===== src/rtl/axi_mem_bridge.sv =====
// axi_mem_bridge: turns one MMU memory request into a single AXI4-Lite
// master transaction and returns a one-cycle completion pulse.
// Ports:
//   clk, rstn                    clock, synchronous active-low reset
//   request_enable, req_*        request pulse, mode (0 rd / 1 wr), addr, wdata, wstrb
//   response_enable, resp_data,  completion pulse, read data (held), error flag
//   resp_error, busy             busy spans accept cycle through response cycle
//   axi_ar*/r*/aw*/w*/b*         AXI4-Lite master channels
module axi_mem_bridge #(
    parameter int unsigned ADDR_WIDTH = 32,
    parameter logic [2:0]  AXPROT     = 3'b000
) (
    input  logic                  clk,
    input  logic                  rstn,
    input  logic                  request_enable,
    input  logic                  req_mode,
    input  logic [ADDR_WIDTH-1:0] req_addr,
    input  logic [31:0]           req_wdata,
    input  logic [3:0]            req_wstrb,
    output logic                  response_enable,
    output logic [31:0]           resp_data,
    output logic                  resp_error,
    output logic                  busy,
    output logic [ADDR_WIDTH-1:0] axi_araddr,
    output logic [2:0]            axi_arprot,
    output logic                  axi_arvalid,
    input  logic                  axi_arready,
    input  logic [31:0]           axi_rdata,
    input  logic [1:0]            axi_rresp,
    input  logic                  axi_rvalid,
    output logic                  axi_rready,
    output logic [ADDR_WIDTH-1:0] axi_awaddr,
    output logic [2:0]            axi_awprot,
    output logic                  axi_awvalid,
    input  logic                  axi_awready,
    output logic [31:0]           axi_wdata,
    output logic [3:0]            axi_wstrb,
    output logic                  axi_wvalid,
    input  logic                  axi_wready,
    input  logic [1:0]            axi_bresp,
    input  logic                  axi_bvalid,
    output logic                  axi_bready
);

    localparam int unsigned DATA_W = 32;
    localparam int unsigned STRB_W = 4;

    typedef enum logic [2:0] {
        S_IDLE  = 3'd0,
        S_RADDR = 3'd1,
        S_RDATA = 3'd2,
        S_WRITE = 3'd3,
        S_WRESP = 3'd4,
        S_DONE  = 3'd5
    } state_t;

    state_t                r_state,  w_state_nxt;
    logic [ADDR_WIDTH-1:0] r_addr,   w_addr_nxt;
    logic [DATA_W-1:0]     r_wdata,  w_wdata_nxt;
    logic [STRB_W-1:0]     r_wstrb,  w_wstrb_nxt;
    logic                  r_arvalid, w_arvalid_nxt;
    logic                  r_rready,  w_rready_nxt;
    logic                  r_awvalid, w_awvalid_nxt;
    logic                  r_wvalid,  w_wvalid_nxt;
    logic                  r_bready,  w_bready_nxt;
    logic [DATA_W-1:0]     r_resp_data,  w_resp_data_nxt;
    logic                  r_resp_error, w_resp_error_nxt;
    logic                  r_resp_en,    w_resp_en_nxt;
    logic                  r_busy,       w_busy_nxt;

    // A write channel is finished once its VALID is low or handshakes this cycle
    logic w_aw_done;
    logic w_w_done;
    assign w_aw_done = !r_awvalid || axi_awready;
    assign w_w_done  = !r_wvalid  || axi_wready;

    // Next-state and next-output logic
    always_comb begin
        w_state_nxt      = r_state;
        w_addr_nxt       = r_addr;
        w_wdata_nxt      = r_wdata;
        w_wstrb_nxt      = r_wstrb;
        w_arvalid_nxt    = r_arvalid;
        w_rready_nxt     = r_rready;
        w_awvalid_nxt    = r_awvalid;
        w_wvalid_nxt     = r_wvalid;
        w_bready_nxt     = r_bready;
        w_resp_data_nxt  = r_resp_data;
        w_resp_error_nxt = r_resp_error;

        case (r_state)
            S_IDLE: begin
                if (request_enable) begin
                    w_addr_nxt  = req_addr;
                    w_wdata_nxt = req_wdata;
                    w_wstrb_nxt = req_wstrb;
                    if (req_mode) begin
                        w_awvalid_nxt = 1'b1;
                        w_wvalid_nxt  = 1'b1;
                        w_state_nxt   = S_WRITE;
                    end else begin
                        w_arvalid_nxt = 1'b1;
                        w_state_nxt   = S_RADDR;
                    end
                end
            end
            S_RADDR: begin
                if (r_arvalid && axi_arready) begin
                    w_arvalid_nxt = 1'b0;
                    w_rready_nxt  = 1'b1;
                    w_state_nxt   = S_RDATA;
                end
            end
            S_RDATA: begin
                if (r_rready && axi_rvalid) begin
                    w_rready_nxt     = 1'b0;
                    w_resp_data_nxt  = axi_rdata;
                    w_resp_error_nxt = (axi_rresp != 2'b00);
                    w_state_nxt      = S_DONE;
                end
            end
            S_WRITE: begin
                // AW and W retire independently; B is opened once both are done
                w_awvalid_nxt = r_awvalid && !axi_awready;
                w_wvalid_nxt  = r_wvalid  && !axi_wready;
                if (w_aw_done && w_w_done) begin
                    w_bready_nxt = 1'b1;
                    w_state_nxt  = S_WRESP;
                end
            end
            S_WRESP: begin
                if (r_bready && axi_bvalid) begin
                    w_bready_nxt     = 1'b0;
                    w_resp_data_nxt  = '0;
                    w_resp_error_nxt = (axi_bresp != 2'b00);
                    w_state_nxt      = S_DONE;
                end
            end
            S_DONE: begin
                w_state_nxt = S_IDLE;
            end
            default: begin
                w_state_nxt = S_IDLE;
            end
        endcase

        w_resp_en_nxt = (w_state_nxt == S_DONE);
        w_busy_nxt    = (w_state_nxt != S_IDLE);
    end

    // State and output registers
    always_ff @(posedge clk) begin
        if (!rstn) begin
            r_state      <= S_IDLE;
            r_addr       <= '0;
            r_wdata      <= '0;
            r_wstrb      <= '0;
            r_arvalid    <= 1'b0;
            r_rready     <= 1'b0;
            r_awvalid    <= 1'b0;
            r_wvalid     <= 1'b0;
            r_bready     <= 1'b0;
            r_resp_data  <= '0;
            r_resp_error <= 1'b0;
            r_resp_en    <= 1'b0;
            r_busy       <= 1'b0;
        end else begin
            r_state      <= w_state_nxt;
            r_addr       <= w_addr_nxt;
            r_wdata      <= w_wdata_nxt;
            r_wstrb      <= w_wstrb_nxt;
            r_arvalid    <= w_arvalid_nxt;
            r_rready     <= w_rready_nxt;
            r_awvalid    <= w_awvalid_nxt;
            r_wvalid     <= w_wvalid_nxt;
            r_bready     <= w_bready_nxt;
            r_resp_data  <= w_resp_data_nxt;
            r_resp_error <= w_resp_error_nxt;
            r_resp_en    <= w_resp_en_nxt;
            r_busy       <= w_busy_nxt;
        end
    end

    assign response_enable = r_resp_en;
    assign resp_data       = r_resp_data;
    assign resp_error      = r_resp_error;
    assign busy            = r_busy;
    assign axi_araddr      = r_addr;
    assign axi_awaddr      = r_addr;
    assign axi_arprot      = AXPROT;
    assign axi_awprot      = AXPROT;
    assign axi_arvalid     = r_arvalid;
    assign axi_rready      = r_rready;
    assign axi_awvalid     = r_awvalid;
    assign axi_wdata       = r_wdata;
    assign axi_wstrb       = r_wstrb;
    assign axi_wvalid      = r_wvalid;
    assign axi_bready      = r_bready;

endmodule


===== config.mk =====
export PLATFORM = sky130hd
export DESIGN_NAME = axi_mem_bridge
export DESIGN_NICKNAME = d
export VERILOG_FILES = /design/src/rtl/axi_mem_bridge.sv
export SDC_FILE = /design/constraint.sdc
export NUM_CORES = 1
export LEC_CHECK = 0
export CAP_MARGIN = 20
export CORE_MARGIN = 2
export CORE_UTILIZATION = 25
export DETAILED_ROUTE_END_ITERATION = 6
export RECOVER_POWER = 100
export SYNTH_ARGS = -nofsm -noshare
export SYNTH_HDL_FRONTEND = slang
export SYNTH_SLANG_ARGS = --single-unit

===== constraint.sdc =====
create_clock -name clk -period 1.4 [get_ports clk]
set_input_delay 0.28 -clock clk [delete_from_list [all_inputs] [get_ports clk]]
set_output_delay 0.28 -clock clk [all_outputs]
set_load 0.02 [all_outputs]

After elaboration in Yosys (flattened, before gate mapping)
Cells that the tools add are included.
{"block": "totals", "register_bits": 111, "out_inout_bits": 146, "word_cells": 79, "inputBits": 113}
{"block": "classes", "reduce_logical": 27, "muxes": 27, "n_eq_ne": 12}
{"cell": "$mux 32", "count": 2}
{"cell": "$pmux 32 s2", "count": 1}
{"cell": "$mux 3", "count": 5}
{"cell": "$pmux 3 s5", "count": 1}
{"cell": "$ne 2x2->1 const B", "count": 7}
{"cell": "$reduce_bool 2->1", "count": 7}
{"cell": "$pmux 1 s2", "count": 6}
{"cell": "$reduce_and 3->1", "count": 4}
{"cell": "$mux 1", "count": 11}
{"cell": "$eq 3x2->1 const B", "count": 2}
{"cell": "$eq 3x3->1 const B", "count": 2}
{"cell": "$logic_and 1x1->1", "count": 6}
{"cell": "$logic_not 1->1", "count": 4}
{"cell": "$reduce_and 4->1", "count": 1}
{"cell": "$eq 3x1->1 const B", "count": 1}
{"cell": "$logic_not 3->1", "count": 1}
{"cell": "$reduce_bool 3->1", "count": 1}
{"cell": "$logic_or 1x1->1", "count": 2}
{"cell": "$mux 2", "count": 1}
{"cell": "$reduce_and 2->1", "count": 1}

Logic depth before layout (Yosys ltp)
{"block": "depth", "word_depth": 6, "mapped_depth": 7, "depth_no_buf": 4}

Worst setup path after synthesis
OpenSTA, ideal clock, no wires.
{"block": "synth_timing", "path_kind": "flip-flop to flip-flop", "from": "register r_state[0]", "to": "register r_resp_data[10] (netlist: resp_data[10])", "path_buffers": 3, "t_required_ps": 1284, "t_arrival_ps": 1447, "setup_ps": 116, "path_slack_ps": -163, "stages_incl_launch_ff": 8, "synth_period_minus_slack_ps": 1563, "path_cell_list": "dfxtp_1 -> buf_2 -> nor3b_4 -> a32o_1 -> buf_6 -> buf_8 -> mux2i_1 -> nor2b_1"}
{"block": "synth_via", "elab_chain_len": 3, "elab_cells_between_ends": 7, "cone_classes": "eq/ne (4); mux (1); reduce/logical (2)"}
{"element": "start, declared", "line": "57", "source": "state_t r_state, w_state_nxt;"}
{"element": "start signal, assigned", "line": "168", "source": "r_state <= w_state_nxt;"}
{"element": "$eq 3x3->1 / $eq 3x2->1 (equally long branches)", "line": "91", "source": "case (r_state)"}
{"element": "$ne 2x2->1 (no source line) / $reduce_bool 2->1 (equally long branches)"}
{"element": "$reduce_and 3->1 (no source line)"}
{"element": "end signal, assigned", "line": "177", "source": "r_resp_data <= w_resp_data_nxt;"}
{"element": "end, declared", "line": "66", "source": "logic [DATA_W-1:0] r_resp_data, w_resp_data_nxt;"}
Several ways; a longest one is shown, not always the timed one.
A chain may end at the register's enable or synchronous reset.

Final worst setup path
{"block": "layout_timing", "from": "register r_state[2]", "to": "register r_busy (netlist: busy)"}
{"block": "layout_via", "elab_chain_len": 3, "elab_cells_between_ends": 12, "cone_classes": "eq/ne (4); mux (6); reduce/logical (2)"}
{"element": "$eq 3x3->1, or another cell as far along", "line": "91"}
{"element": "$pmux 3 s5 (*)", "line": "91"}
{"element": "$reduce_bool 3->1 (*)", "line": "148", "source": "w_busy_nxt = (w_state_nxt != S_IDLE);"}
{"element": "end signal, assigned", "line": "180", "source": "r_busy <= w_busy_nxt;"}
{"element": "end, declared", "line": "69", "source": "logic r_busy, w_busy_nxt;"}
Every way passes the cells marked *; elsewhere a longest branch is shown, timed or not.

==> results.md <==
- Among all flip-flop cells after synthesis, the most frequent one is sky130_fd_sc_hd__dfxtp_1.
- The number of nets in the layout is approximately 900.
- The cell count after synthesis came out at 528.
- The total power consumption of the routed design is slightly above 0.008 W.
- The number of antenna diodes in the final layout is 0.
- The tool flagged a number of max-cap violations equal to 0.
- Hold repair after CTS inserted 0 buffers.
- The number of clock sinks is 111.
- The worst hold margin is between 0.3 and 0.4 ns.
- The combinational share of power is 0.254.
- The share of final-layout standard cells stronger than drive strength 1 is 0.1709.
- In this run the static leakage power is roughly 3.6 nW.
- For the final database, setup skew stands at 0.009010 ns.
- The area of the die is 20,020 um2.
- For this run the aggregate overflow at the end of global routing stands at 0.
- The area of combinational cells with multiple inputs is 2298 um2.
- The share of synthesized area in the top cell type comes to 0.4702.
- The final wirelength is 15.18 mm.
- The analysis attributes to net switching a power of 0.002344 W.
- The share of the Yosys chip area taken by registers is 0.4702.
- After synthesis, the cell types taking the most area are sky130_fd_sc_hd__dfxtp_1, sky130_fd_sc_hd__nand2_1, sky130_fd_sc_hd__a21boi_0.
- The final number of hold-violating endpoints is 0.
- In the routed design, unresolved DRC markers number 0.
- The checks that failed: negative setup slack.
- The maximum vdd drop is 0.6635 mV.
- The number of rows in the core area is 50.
- The number of global-route vias before repair is 4,101.
- The type of origin of the critical path is a flip-flop.
- The clock tree from TritonCTS is yes.
- The area taken by flip-flops and latches is 2227 um2.
- The number of I/O pins is 259.
- In this run the number of H-tree levels came out at 3.
- Dividing the detail-routed wire length by the instance count gives 14.82 um.
- The switching power share of the total is 0.2853.
- The width of the die is about 140 um.
- The fraction of power consumed by the clock network is 0.326.
- Routability-driven placement finished with a final weighted congestion of between 0.7 and 0.8.
- In the synthesized netlist the async set-or-reset flop fraction comes to 0.
- The smallest clock period supported by the final layout is computed as 1.554 ns.
- For the worst-skew pair, the clock arrives at the later sink with an insertion delay of 0.35 ns.
- The height of the die is 141.5 um.
- Setup violations remaining at the end of the flow were counted as 92.
- Dividing total power by cell area gives a power density of 995.3 nW/um2.
- The largest driver fanout on the critical path is 4.
- The data required time of the worst path is 1.64 ns.
- Counting flops with a built-in enable in the synthesized netlist gives 0.
- The run finished, with violations left.
- Setup total negative slack on the finished layout was measured at -5.434 ns.
- The largest net degree at the start of global routing is 42.
- The endpoint arrival time on the critical path is around 1.8 ns.
- Signal routing reaches up to met4.
- The number of buffers on the longest clock path is 2.
- The top achievable clock speed is about 0.64 GHz.
- Cell internal power was estimated by the tool at 0.005870 W.
- Of the available clock period, the critical path in the final layout requires 1.110.
- The routed design uses about 1.6 mm of met3 wire.
- After clock tree synthesis, the clock-pin slew on the worst setup and hold paths is 0.07 ns.
- The final route contains roughly 4,300 vias.
- The layout overhead on the synthesized area is 74.64%.
- For this run, the total global-route usage over all layers was measured as 0.1438.
- The global-route wire length before repair is 22.45 mm.
- In this run, synthesis produced a sequential element count of 111.
- The share of total power dissipated in sequential elements is 0.420.
- The yosys synthesis warning count is 0.
- The number of antenna violations at the first check in global routing was 0.
- The number of different library cells in the post-synthesis netlist is 35.
- The final worst-path setup slack is -0.1535 ns.
- The cell sitting at the root of the clock tree is a sky130_fd_sc_hd__clkbuf_16.
- In this run, CTS created clock tree buffers numbering 9.
- The number of max-slew violations in the final report came to 0.
- The first detailed-routing pass ran for 4 iterations.
- After the first detailed-routing iteration, the DRC count stood at 93.
- The largest total area in the synthesized netlist belongs to sky130_fd_sc_hd__dfxtp_1.
- In this run the standard cell core region covers around 19,000 um2.
- Fill cells in the final layout number 1,873.
- After detailed routing, the met2 layer carries 7.048 mm of wire.
- Each instance of the synthesized netlist takes up on average 8.950 um2.
- The routed metal-1 wire length is 6.450 mm.
- By startpoint and endpoint, the worst setup path is classified as flip-flop to flip-flop.
- The post-synthesis cell area is around 4700 um2.
- The endpoint kind of the worst setup timing path is a flip-flop.
- The port buffer count is around 250.
- Setup repair after global routing could not meet its margin everywhere.
- The class of the tightest hold or removal check is input pin to flip-flop.
- The starting utilization of the core area is 0.2535.
- Once detailed placement completed, the half-perimeter wirelength came to 10.39 mm.
- The count of nets left with antenna violations once routing finished came out at 0.
- After detailed routing, the number of vias per cell comes to 4.213.
cell usage in the layout (no fill, tap or decap), types with 2 or more instances in the layout:
cell type                         count
sky130_fd_sc_hd__clkdlybuf4s15_1     23
sky130_fd_sc_hd__a21boi_0             3
sky130_fd_sc_hd__o21a_1               2
sky130_fd_sc_hd__nand2_2             26
sky130_fd_sc_hd__nand2b_1             3
sky130_fd_sc_hd__clkbuf_1            10
sky130_fd_sc_hd__clkbuf_16           13
sky130_fd_sc_hd__a21oi_2              2
sky130_fd_sc_hd__buf_12              13
sky130_fd_sc_hd__buf_6               26
sky130_fd_sc_hd__inv_6                2
sky130_fd_sc_hd__a41oi_2              2
sky130_fd_sc_hd__dfxtp_1            109
sky130_fd_sc_hd__mux2i_2              2
sky130_fd_sc_hd__a21boi_1            64
sky130_fd_sc_hd__buf_4               15
sky130_fd_sc_hd__nor2b_1             60
sky130_fd_sc_hd__a21boi_2             3
sky130_fd_sc_hd__and2_1               2
sky130_fd_sc_hd__nand2_4             11
sky130_fd_sc_hd__dlygate4sd2_1      106
sky130_fd_sc_hd__a31oi_1              2
sky130_fd_sc_hd__and2b_1              4
sky130_fd_sc_hd__clkdlybuf4s50_1    111
sky130_fd_sc_hd__nand2_1            109
sky130_fd_sc_hd__clkinv_2             2
sky130_fd_sc_hd__mux2i_1             30
sky130_fd_sc_hd__conb_1               6
layer usage:
| metal | up-vias | track usage |
|---|---|---|
| met3 | 7 | 0.06952 |
| met1 | 1953 | 0.1761 |
| met2 | 176 | 0.2302 |
| li1 | 2178 | - |
| met4 | 0 | 0.03000 |
| met5 | - | 0 |
sequential cells by signal (all words and copies together), names as in the netlist:
| register | cells |
|---|---|
| axi_wstrb | 4 |
| axi_arvalid | 1 |
| axi_rready | 1 |
| axi_wvalid | 1 |
| axi_awvalid | 1 |
| axi_bready | 1 |
| axi_araddr | 32 |
| resp_data | 32 |
| axi_wdata | 32 |
| r_state | 3 |
| busy | 1 |
| resp_error | 1 |
| response_enable | 1 |
worst paths after layout:
kind | from | end | slack (ns) | depth (start not counted)
setup / recovery | r_state[2] | busy | -0.15 | 5
hold / removal | rstn | r_state[1] | 0.36 | 3
setup reg to reg | r_state[2] | busy | -0.15 | 5
hold reg to reg | axi_wdata[7] | axi_wdata[7] | 0.45 | 2
cell usage after synthesis (2+ instances only):
cell	number
sky130_fd_sc_hd__nand2b_1	3
sky130_fd_sc_hd__a21oi_1	2
sky130_fd_sc_hd__and2_1	2
sky130_fd_sc_hd__buf_2	5
sky130_fd_sc_hd__dfxtp_1	111
sky130_fd_sc_hd__nand3_1	2
sky130_fd_sc_hd__a21boi_1	3
sky130_fd_sc_hd__buf_4	38
sky130_fd_sc_hd__nand2_1	146
sky130_fd_sc_hd__clkbuf_1	24
sky130_fd_sc_hd__buf_8	3
sky130_fd_sc_hd__a21boi_0	67
sky130_fd_sc_hd__and3b_1	2
sky130_fd_sc_hd__a41oi_1	2
sky130_fd_sc_hd__or3_1	2
sky130_fd_sc_hd__nor2b_1	60
sky130_fd_sc_hd__nor2_1	2
sky130_fd_sc_hd__and2b_1	4
sky130_fd_sc_hd__a31oi_1	2
sky130_fd_sc_hd__o21a_1	2
sky130_fd_sc_hd__mux2i_1	32
stage by stage:
step | setup WS (ns) | util | area (um2) | cells
finish | -0.1535 | 0.4427 | 8253 | 1024
global route | -0.2070 | 0.4427 | 8253 | 1024
CTS | -0.1161 | 0.4342 | 8095 | 1021
detailed placement | -0.3507 | 0.4060 | 7569 | 991
global placement | -0.3184 | 0.4060 | 7569 | 991
floorplan | -0.1623 | - | 4751 | 533
cell type report:
class,count,area share
Clock inverter,6,0.008035
Clock buffer,10,0.02896
Tap cell,234,0.03548
Sequential cell,111,0.2699
Inverter,1,0.0004548
Timing Repair Buffer,312,0.3787
Multi-Input combinational cell,350,0.2785
logic make-up (layout without fill, tap and decap cells):
family / after synthesis / count (layout) / synth area share
AND/OR/NAND/NOR: 228 / 228 / 0.2301
flip-flops: 111 / 111 / 0.4702
AO/OA/AOI/OAI: 84 / 84 / 0.1337
buffers and inverters: 72 / 329 / 0.09743
multiplexers: 32 / 32 / 0.06778
other: 1 / 6 / 0.0007935
worst max-delay path, cell delays in order (launching register included):
cell and delay [ns]:
sky130_fd_sc_hd__dfxtp_1 0.38, sky130_fd_sc_hd__buf_6 0.14, sky130_fd_sc_hd__and3b_2 0.23, sky130_fd_sc_hd__a21bo_4 0.20
sky130_fd_sc_hd__a41oi_2 0.13, sky130_fd_sc_hd__or3_1 0.36
power groups by stage:
stage | clock network, W | logic [W] | registers [W]
floorplan | 0 | 0.000665 | 0.00371
global placement | 0 | 0.00190 | 0.00352
detailed placement | 0 | 0.00190 | 0.00352
CTS | 0.00280 | 0.00201 | 0.00345
global route | 0.00292 | 0.00223 | 0.00348
finish | 0.00268 | 0.00208 | 0.00345
timing repair:
item,in CTS,in global routing
gates cloned,4,5
endpoints found under the setup margin,246,140
gates resized for setup,260,90
setup buffers,10,3
endpoints found under the hold margin,0,0
pin swaps,26,34
(Power assumes the default switching activity.)
